[config.mk]
export PLATFORM = sky130hd
export DESIGN_NAME = tdm_demux_flat
export DESIGN_NICKNAME = d
export VERILOG_FILES = /design/src/rtl/tdm_demux_if.sv /design/src/rtl/tdm_demux.sv /design/src/flat_wrapper.sv
export SDC_FILE = /design/constraint.sdc
export NUM_CORES = 1
export LEC_CHECK = 0
export ABC_CLOCK_PERIOD_IN_PS = 1830
export CAP_MARGIN = 40
export CORE_AREA = 2 2 39 41
export DETAILED_ROUTE_END_ITERATION = 16
export DIE_AREA = 0 0 41 43
export HOLD_SLACK_MARGIN = 0.03
export PLACE_DENSITY_LB_ADDON = 0.15
export SKIP_CTS_REPAIR_TIMING = 1
export SYNTH_ARGS = -nofsm -noshare
export SYNTH_HDL_FRONTEND = slang
export SYNTH_SLANG_ARGS = --single-unit
[constraint.sdc]
create_clock -name clk -period 1.83 [get_ports clk]
set_input_delay 0.183 -clock clk [delete_from_list [all_inputs] [get_ports clk]]
set_output_delay 0.183 -clock clk [all_outputs]
set_load 0.01 [all_outputs]
[src/rtl/tdm_demux_if.sv]
`default_nettype none
// ============================================================================
// Module      : tdm_demux_if
// Description : Receive-side TDM bus: one multiplexed word per beat in,
//               recovered parallel frame and lock status out.
// Revision    : 1.0 - initial release
// ============================================================================
interface tdm_demux_if #(
    parameter int N_CH  = 4,
    parameter int W     = 1,
    parameter int SEL_W = $clog2(N_CH)
);
    logic [W-1:0]      din;
    logic              din_valid;
    logic              sync;
    logic [N_CH*W-1:0] dout;
    logic              frame_valid;
    logic [SEL_W-1:0]  sel;
    logic              locked;
    logic              sync_err;

    // Link side: drives beats, observes the recovered frame
    modport master (
        output din, din_valid, sync,
        input  dout, frame_valid, sel, locked, sync_err
    );

    // Demultiplexer side
    modport slave (
        input  din, din_valid, sync,
        output dout, frame_valid, sel, locked, sync_err
    );
endinterface
`default_nettype wire

[src/rtl/tdm_demux.sv]
`default_nettype none
// ============================================================================
// Module      : tdm_demux
// Description : TDM receive demultiplexer. Re-tracks the transmit selector,
//               steers each beat into its channel slot and publishes a full
//               parallel frame with a one-cycle frame_valid strobe.
// Revision    : 1.0 - initial release
// ============================================================================
module tdm_demux #(
    parameter int N_CH  = 4,
    parameter int W     = 1,
    parameter int SEL_W = $clog2(N_CH)
) (
    input  wire logic  clk,
    input  wire logic  rst,
    tdm_demux_if.slave bus
);

    localparam logic [0:0]       c_HUNT     = 1'b0;
    localparam logic [0:0]       c_LOCKED   = 1'b1;
    localparam logic [SEL_W-1:0] c_FIRST    = '0;
    localparam logic [SEL_W-1:0] c_SECOND   = SEL_W'(1);
    localparam logic [SEL_W-1:0] c_LAST_SEL = SEL_W'(N_CH - 1);

    logic [0:0]        r_state;
    logic [SEL_W-1:0]  r_sel;
    logic              r_frame_valid;
    logic              r_sync_err;
    logic [N_CH*W-1:0] r_dout;

    logic [0:0]        w_state_nx;
    logic [SEL_W-1:0]  w_sel_nx;
    logic              w_frame_valid_nx;
    logic              w_sync_err_nx;
    logic              w_wr_en;
    logic [SEL_W-1:0]  w_wr_idx;
    logic              w_dout_load;
    logic [N_CH*W-1:0] w_frame;

    // Next-state decode: one decision per beat, pulses default low
    always_comb begin
        w_state_nx       = r_state;
        w_sel_nx         = r_sel;
        w_frame_valid_nx = 1'b0;
        w_sync_err_nx    = 1'b0;
        w_wr_en          = 1'b0;
        w_wr_idx         = r_sel;
        w_dout_load      = 1'b0;
        if (bus.din_valid) begin
            case (r_state)
                c_HUNT: begin
                    // Only a sync beat can start a frame while hunting
                    if (bus.sync) begin
                        w_wr_en    = 1'b1;
                        w_wr_idx   = c_FIRST;
                        w_sel_nx   = c_SECOND;
                        w_state_nx = c_LOCKED;
                    end
                end
                default: begin
                    if (bus.sync && (r_sel != c_FIRST)) begin
                        // Early sync: drop the partial frame, restart at channel 0
                        w_sync_err_nx = 1'b1;
                        w_wr_en       = 1'b1;
                        w_wr_idx      = c_FIRST;
                        w_sel_nx      = c_SECOND;
                    end else begin
                        w_wr_en = 1'b1;
                        if (r_sel == c_LAST_SEL) begin
                            w_dout_load      = 1'b1;
                            w_frame_valid_nx = 1'b1;
                            w_sel_nx         = c_FIRST;
                        end else begin
                            w_sel_nx = r_sel + SEL_W'(1);
                        end
                    end
                end
            endcase
        end
    end

    // Control state and pulse registers
    always_ff @(posedge clk or posedge rst) begin
        if (rst) begin
            r_state       <= c_HUNT;
            r_sel         <= c_FIRST;
            r_frame_valid <= 1'b0;
            r_sync_err    <= 1'b0;
        end else begin
            r_state       <= w_state_nx;
            r_sel         <= w_sel_nx;
            r_frame_valid <= w_frame_valid_nx;
            r_sync_err    <= w_sync_err_nx;
        end
    end

    // Channels 0..N_CH-2 are staged in shadow words; the last channel is
    // taken straight from din so the frame publishes on its own beat.
    for (genvar k = 0; k < N_CH - 1; k++) begin : g_shadow
        logic [W-1:0] r_word;

        // Capture this channel's beat
        always_ff @(posedge clk or posedge rst) begin
            if (rst) begin
                r_word <= '0;
            end else if (w_wr_en && (w_wr_idx == SEL_W'(k))) begin
                r_word <= bus.din;
            end
        end

        assign w_frame[k*W +: W] = r_word;
    end

    assign w_frame[(N_CH-1)*W +: W] = bus.din;

    // Published frame holds until the next complete frame
    always_ff @(posedge clk or posedge rst) begin
        if (rst) begin
            r_dout <= '0;
        end else if (w_dout_load) begin
            r_dout <= w_frame;
        end
    end

    assign bus.dout        = r_dout;
    assign bus.frame_valid = r_frame_valid;
    assign bus.sel         = r_sel;
    assign bus.locked      = (r_state == c_LOCKED);
    assign bus.sync_err    = r_sync_err;

endmodule
`default_nettype wire

[src/flat_wrapper.sv]
// flat-port wrapper written by rule: the top's interface ports become plain ports
module tdm_demux_flat 
#(
    parameter int N_CH  = 4,
    parameter int W     = 1,
    parameter int SEL_W = $clog2(N_CH)
)
  (clk, rst, bus_din, bus_din_valid, bus_sync, bus_dout, bus_frame_valid, bus_sel, bus_locked, bus_sync_err);
  tdm_demux_if #(.N_CH(N_CH), .W(W), .SEL_W(SEL_W)) bus_i ();
  input  wire logic clk;
  input  wire logic rst;
  input wire logic [$bits(bus_i.din)-1:0] bus_din;
  input wire logic [$bits(bus_i.din_valid)-1:0] bus_din_valid;
  input wire logic [$bits(bus_i.sync)-1:0] bus_sync;
  output wire logic [$bits(bus_i.dout)-1:0] bus_dout;
  output wire logic [$bits(bus_i.frame_valid)-1:0] bus_frame_valid;
  output wire logic [$bits(bus_i.sel)-1:0] bus_sel;
  output wire logic [$bits(bus_i.locked)-1:0] bus_locked;
  output wire logic [$bits(bus_i.sync_err)-1:0] bus_sync_err;
  assign bus_i.din = bus_din;
  assign bus_i.din_valid = bus_din_valid;
  assign bus_i.sync = bus_sync;
  assign bus_dout = bus_i.dout;
  assign bus_frame_valid = bus_i.frame_valid;
  assign bus_sel = bus_i.sel;
  assign bus_locked = bus_i.locked;
  assign bus_sync_err = bus_i.sync_err;
  tdm_demux #(.N_CH(N_CH), .W(W), .SEL_W(SEL_W)) u_core (.clk(clk), .rst(rst), .bus(bus_i));
endmodule
==> tab_implementation.tex <==
\begin{tabular}{lr}
\hline
Metric & Value \\
\hline
\multicolumn{2}{l}{\textbf{Outcome}} \\
\quad Result of the run & finished clean \\
\multicolumn{2}{l}{\textbf{Clock tree}} \\
\quad Clock latency at the later pin of the worst-skew pair & 260 ps \\
\quad Number of H-tree levels & 1 \\
\quad Number of buffers inserted during clock tree synthesis & 3 \\
\quad \# clock sinks & 12 \\
\quad CTS tree & done \\
\quad Clock transition at path regs & 70 ps \\
\quad Cell at the root of the clock tree & sky130\_fd\_sc\_hd\_\_clkbuf\_4 \\
\quad Maximum clock path buffer count & 2 \\
\multicolumn{2}{l}{\textbf{Power and ir drop}} \\
\quad Total power of the final layout & 0.000928 W \\
\quad Worst IR drop on VDD & 0.000516 V \\
\quad Leakage power & 0.347 nW \\
\quad PwrDens & 1260 mW/mm\^{}2 \\
\multicolumn{2}{l}{\textbf{STA}} \\
\quad Setup TNS & 0 ps \\
\quad Highest clock frequency the design can meet & 631 MHz \\
\quad Final-report max-slew violation count & 0 \\
\quad Share of the clock period used by the worst path after layout & 0.866 \\
\quad Transition time of the tightest slew-check pin & 446 ps \\
\quad Skew final & 3.20 ps \\
\quad Final setup violation count & 0 \\
\quad Final critical delay including setup and external delays & 1580 ps \\
\quad Worst slew margin relative to its limit & 0.702 \\
\quad Final-layout worst hold slack & 215 ps \\
\quad Unrepaired setup endpoints after global routing & false \\
\quad Total count of hold-check failures in the final report & 0 \\
\multicolumn{2}{l}{\textbf{Setup path}} \\
\quad Start-to-end type of the worst setup path & flip-flop to flip-flop \\
\quad Endpoint arrival time on the critical path & 1730 ps \\
\quad Data required time of the critical path & 1980 ps \\
\quad CP Launch Type & flip-flop \\
\quad Maximum fanout along the worst path & 5 \\
\quad CP Capture Type & flip-flop \\
\multicolumn{2}{l}{\textbf{Finish}} \\
\quad Total of fill cells in the finished design & 130 \\
\quad Area used by multi-input combinational logic & 229 um\^{}2 \\
\quad Area of all sequential standard cells & 300 um\^{}2 \\
\quad Share of post-route cells with drive strength above 1 & 0.220 \\
\quad Nets & 67 \\
\quad Area grow syn2layout & 34.0\% \\
\quad Post-route design area & 734 um\^{}2 \\
\quad Diode insertion count for antenna repair & 0 \\
\multicolumn{2}{l}{\textbf{Placement}} \\
\quad I/O Buffers & 13 \\
\quad RD Place Congestion & 0.668 \\
\quad Placed Instance Area & 698 um\^{}2 \\
\quad Hpwl dp & 662 um \\
\multicolumn{2}{l}{\textbf{Logic synthesis}} \\
\quad Share of the synthesized area in the top cell type & 0.548 \\
\quad Synth Register Bits & 12 \\
\quad Post-Synthesis Mean Instance Area & 13.0 um\^{}2 \\
\quad Number of library cell types mapped by synthesis & 18 \\
\quad Cell taking the most area after synthesis & sky130\_fd\_sc\_hd\_\_dfrtp\_1 \\
\quad Post-synthesis cell count & 42 \\
\quad Cell area after technology mapping & 548 um\^{}2 \\
\quad Total nets after synthesis & 49 \\
\quad Proportion of synthesized chip area in sequential cells & 0.548 \\
\quad Number of warnings issued by yosys & 0 \\
\quad Leading post-synthesis cells by cell area & sky130\_fd\_sc\_hd\_\_dfrtp\_1 55\%, sky130\_fd\_sc\_hd\_\_mux2\_4 14\%, sky130\_fd\_sc\_hd\_\_ha\_1 4.6\%, sky130\_fd\_sc\_hd\_\_mux2\_1 4.1\%, sky130\_fd\_sc\_hd\_\_inv\_1 3.4\% \\
\multicolumn{2}{l}{\textbf{Global routing}} \\
\quad Top Usage Layer GRT & met1 \\
\quad Global-route wire length before repair & 1460 um \\
\quad Largest net degree at the start of global routing & 13 \\
\quad Grt ovf & 0 \\
\quad Met3 Usage GRT & 0.0314 \\
\quad Global-route met1 utilization & 0.177 \\
\quad Global-route track usage on met2 & 0.166 \\
\quad Overall routing resource usage & 0.123 \\
\quad Number of global-route vias before repair & 350 \\
\quad Number of antenna violations at the first check in global routing & 0 \\
\multicolumn{2}{l}{\textbf{Route}} \\
\quad Number of nets still failing antenna checks after routing & 0 \\
\quad Detailed-route via count & 360 \\
\quad Final Routed Wirelength & 848 um \\
\quad Iter 0 DRT Violations & 3 \\
\quad Routed length per instance & 11.3 um \\
\quad Drt drc & 0 \\
\quad First-pass detailed-route iteration total & 4 \\
\quad Vias per std cell & 4.80 \\
\multicolumn{2}{l}{\textbf{Die}} \\
\quad Standard-cell rows & 14 \\
\quad Die width & 41 um \\
\quad I/O Pins & 14 \\
\quad Core area & 0.00138 mm\^{}2 \\
\quad Die area & 0.00176 mm\^{}2 \\
\quad Initial Util & 0.396 \\
\quad Y dimension of the die & 43 um \\
\multicolumn{2}{l}{\textbf{Min path}} \\
\quad Worst min path class & input pin to async pin \\
\multicolumn{2}{l}{\textbf{Job}} \\
\quad MaxCap Viol Count & 0 \\
\hline
\end{tabular}
## final timing paths
path                                                       start  slack (ps)  cells after the start                                    end
setup / recovery                   u_core.bus.sel[0]$_DFFE_PP0P_         250                      6         u_core.bus.dout[2]$_DFFE_PP0P_
hold / removal                                               rst         210                      2       u_core.bus.frame_valid$_DFF_PP0_
setup reg to reg                   u_core.bus.sel[0]$_DFFE_PP0P_         250                      6         u_core.bus.dout[2]$_DFFE_PP0P_
hold reg to reg            u_core.g_shadow[2].r_word$_DFFE_PP0P_         500                      1  u_core.g_shadow[2].r_word$_DFFE_PP0P_
max in group asynchronous                                    rst        1310                      2          u_core.bus.sel[0]$_DFFE_PP0P_
min in group clk           u_core.g_shadow[2].r_word$_DFFE_PP0P_         500                      1  u_core.g_shadow[2].r_word$_DFFE_PP0P_
## layer usage
layer | vias up | wire [um]
li1 | 177 | -
met1 | 171 | 420
met2 | 12 | 364
met3 | 0 | 63
met4 | 0 | 0
met5 | - | 0
## cells in the final DEF (no fill, tap or decap)
| cell | synthesis | layout |
|---|---|---|
| sky130_fd_sc_hd__clkbuf_4 | 0 | 3 |
| sky130_fd_sc_hd__a22o_1 | 1 | 1 |
| sky130_fd_sc_hd__nor3_1 | 1 | 1 |
| sky130_fd_sc_hd__clkdlybuf4s50_1 | 0 | 13 |
| sky130_fd_sc_hd__nand2_1 | 2 | 2 |
| sky130_fd_sc_hd__o31a_1 | 1 | 1 |
| sky130_fd_sc_hd__mux2_1 | 2 | 2 |
| sky130_fd_sc_hd__clkbuf_8 | 0 | 1 |
| sky130_fd_sc_hd__nand2b_1 | 1 | 1 |
| sky130_fd_sc_hd__a21oi_2 | 2 | 2 |
| sky130_fd_sc_hd__o21ba_1 | 1 | 1 |
| sky130_fd_sc_hd__o21ai_0 | 1 | 1 |
| sky130_fd_sc_hd__mux2_4 | 5 | 5 |
| sky130_fd_sc_hd__dfrtp_1 | 12 | 12 |
| sky130_fd_sc_hd__nor2b_1 | 1 | 1 |
| sky130_fd_sc_hd__o21ai_1 | 1 | 1 |
| sky130_fd_sc_hd__nand2_2 | 2 | 2 |
| sky130_fd_sc_hd__ha_1 | 2 | 2 |
| sky130_fd_sc_hd__nor4_1 | 1 | 1 |
| sky130_fd_sc_hd__nor3b_1 | 1 | 1 |
| sky130_fd_sc_hd__inv_1 | 5 | 5 |
## power by group
| part | switching (W) | total [W] | internal [W] |
|---|---|---|---|
| Clock | 0.0000818 | 0.000203 | 0.000121 |
| Combinational | 0.000111 | 0.000322 | 0.000212 |
| Sequential | 0.0000532 | 0.000404 | 0.000350 |
## worst max-delay path: stages, from the launching register on
cell and delay, ps:
sky130_fd_sc_hd__dfrtp_1 420, sky130_fd_sc_hd__inv_1 130, sky130_fd_sc_hd__ha_1 240, sky130_fd_sc_hd__inv_1 70
sky130_fd_sc_hd__a21oi_2 170, sky130_fd_sc_hd__nand2_2 140, sky130_fd_sc_hd__mux2_4 320
## flip-flops by register name (all words and copies together) (netlist names)
signal	count
u_core.bus.sel	2
u_core.bus.frame_valid	1
u_core.bus.sync_err	1
u_core.bus.locked	1
u_core.bus.dout	4
u_core.g_shadow.r_word	3
## area by class of cell
class,instances,share of cell area
clock buffer,4,0.0494
inverter,5,0.0256
multi-input combinational,25,0.312
sequential,12,0.409
tap,16,0.0273
timing repair buffer,13,0.177
## cells by family after synthesis
logic type	count (synthesis)	synth area share
multiplexers	7	0.178
AO/OA/AOI/OAI	7	0.100
AND/OR/NAND/NOR	9	0.0936
adder cells (fa/ha/maj)	2	0.0457
buffers and inverters	5	0.0343
flip-flops	12	0.548
## per-stage QoR
step                      std cells  setup WS [ps]  utilization
after floorplan                  42            341            -
after global placement           71            247        0.505
after detailed placement         71            242        0.505
after CTS                        75            233        0.531
after global routing             75            147        0.531
final                            75            246        0.531
## cell usage after synthesis
cell type	n
sky130_fd_sc_hd__a21oi_2	2
sky130_fd_sc_hd__a22o_1	1
sky130_fd_sc_hd__dfrtp_1	12
sky130_fd_sc_hd__ha_1	2
sky130_fd_sc_hd__inv_1	5
sky130_fd_sc_hd__mux2_1	2
sky130_fd_sc_hd__mux2_4	5
sky130_fd_sc_hd__nand2_1	2
sky130_fd_sc_hd__nand2_2	2
sky130_fd_sc_hd__nand2b_1	1
sky130_fd_sc_hd__nor2b_1	1
sky130_fd_sc_hd__nor3_1	1
sky130_fd_sc_hd__nor3b_1	1
sky130_fd_sc_hd__nor4_1	1
sky130_fd_sc_hd__o21ai_0	1
sky130_fd_sc_hd__o21ai_1	1
sky130_fd_sc_hd__o21ba_1	1
sky130_fd_sc_hd__o31a_1	1
Power figures use the tool's default switching activity.
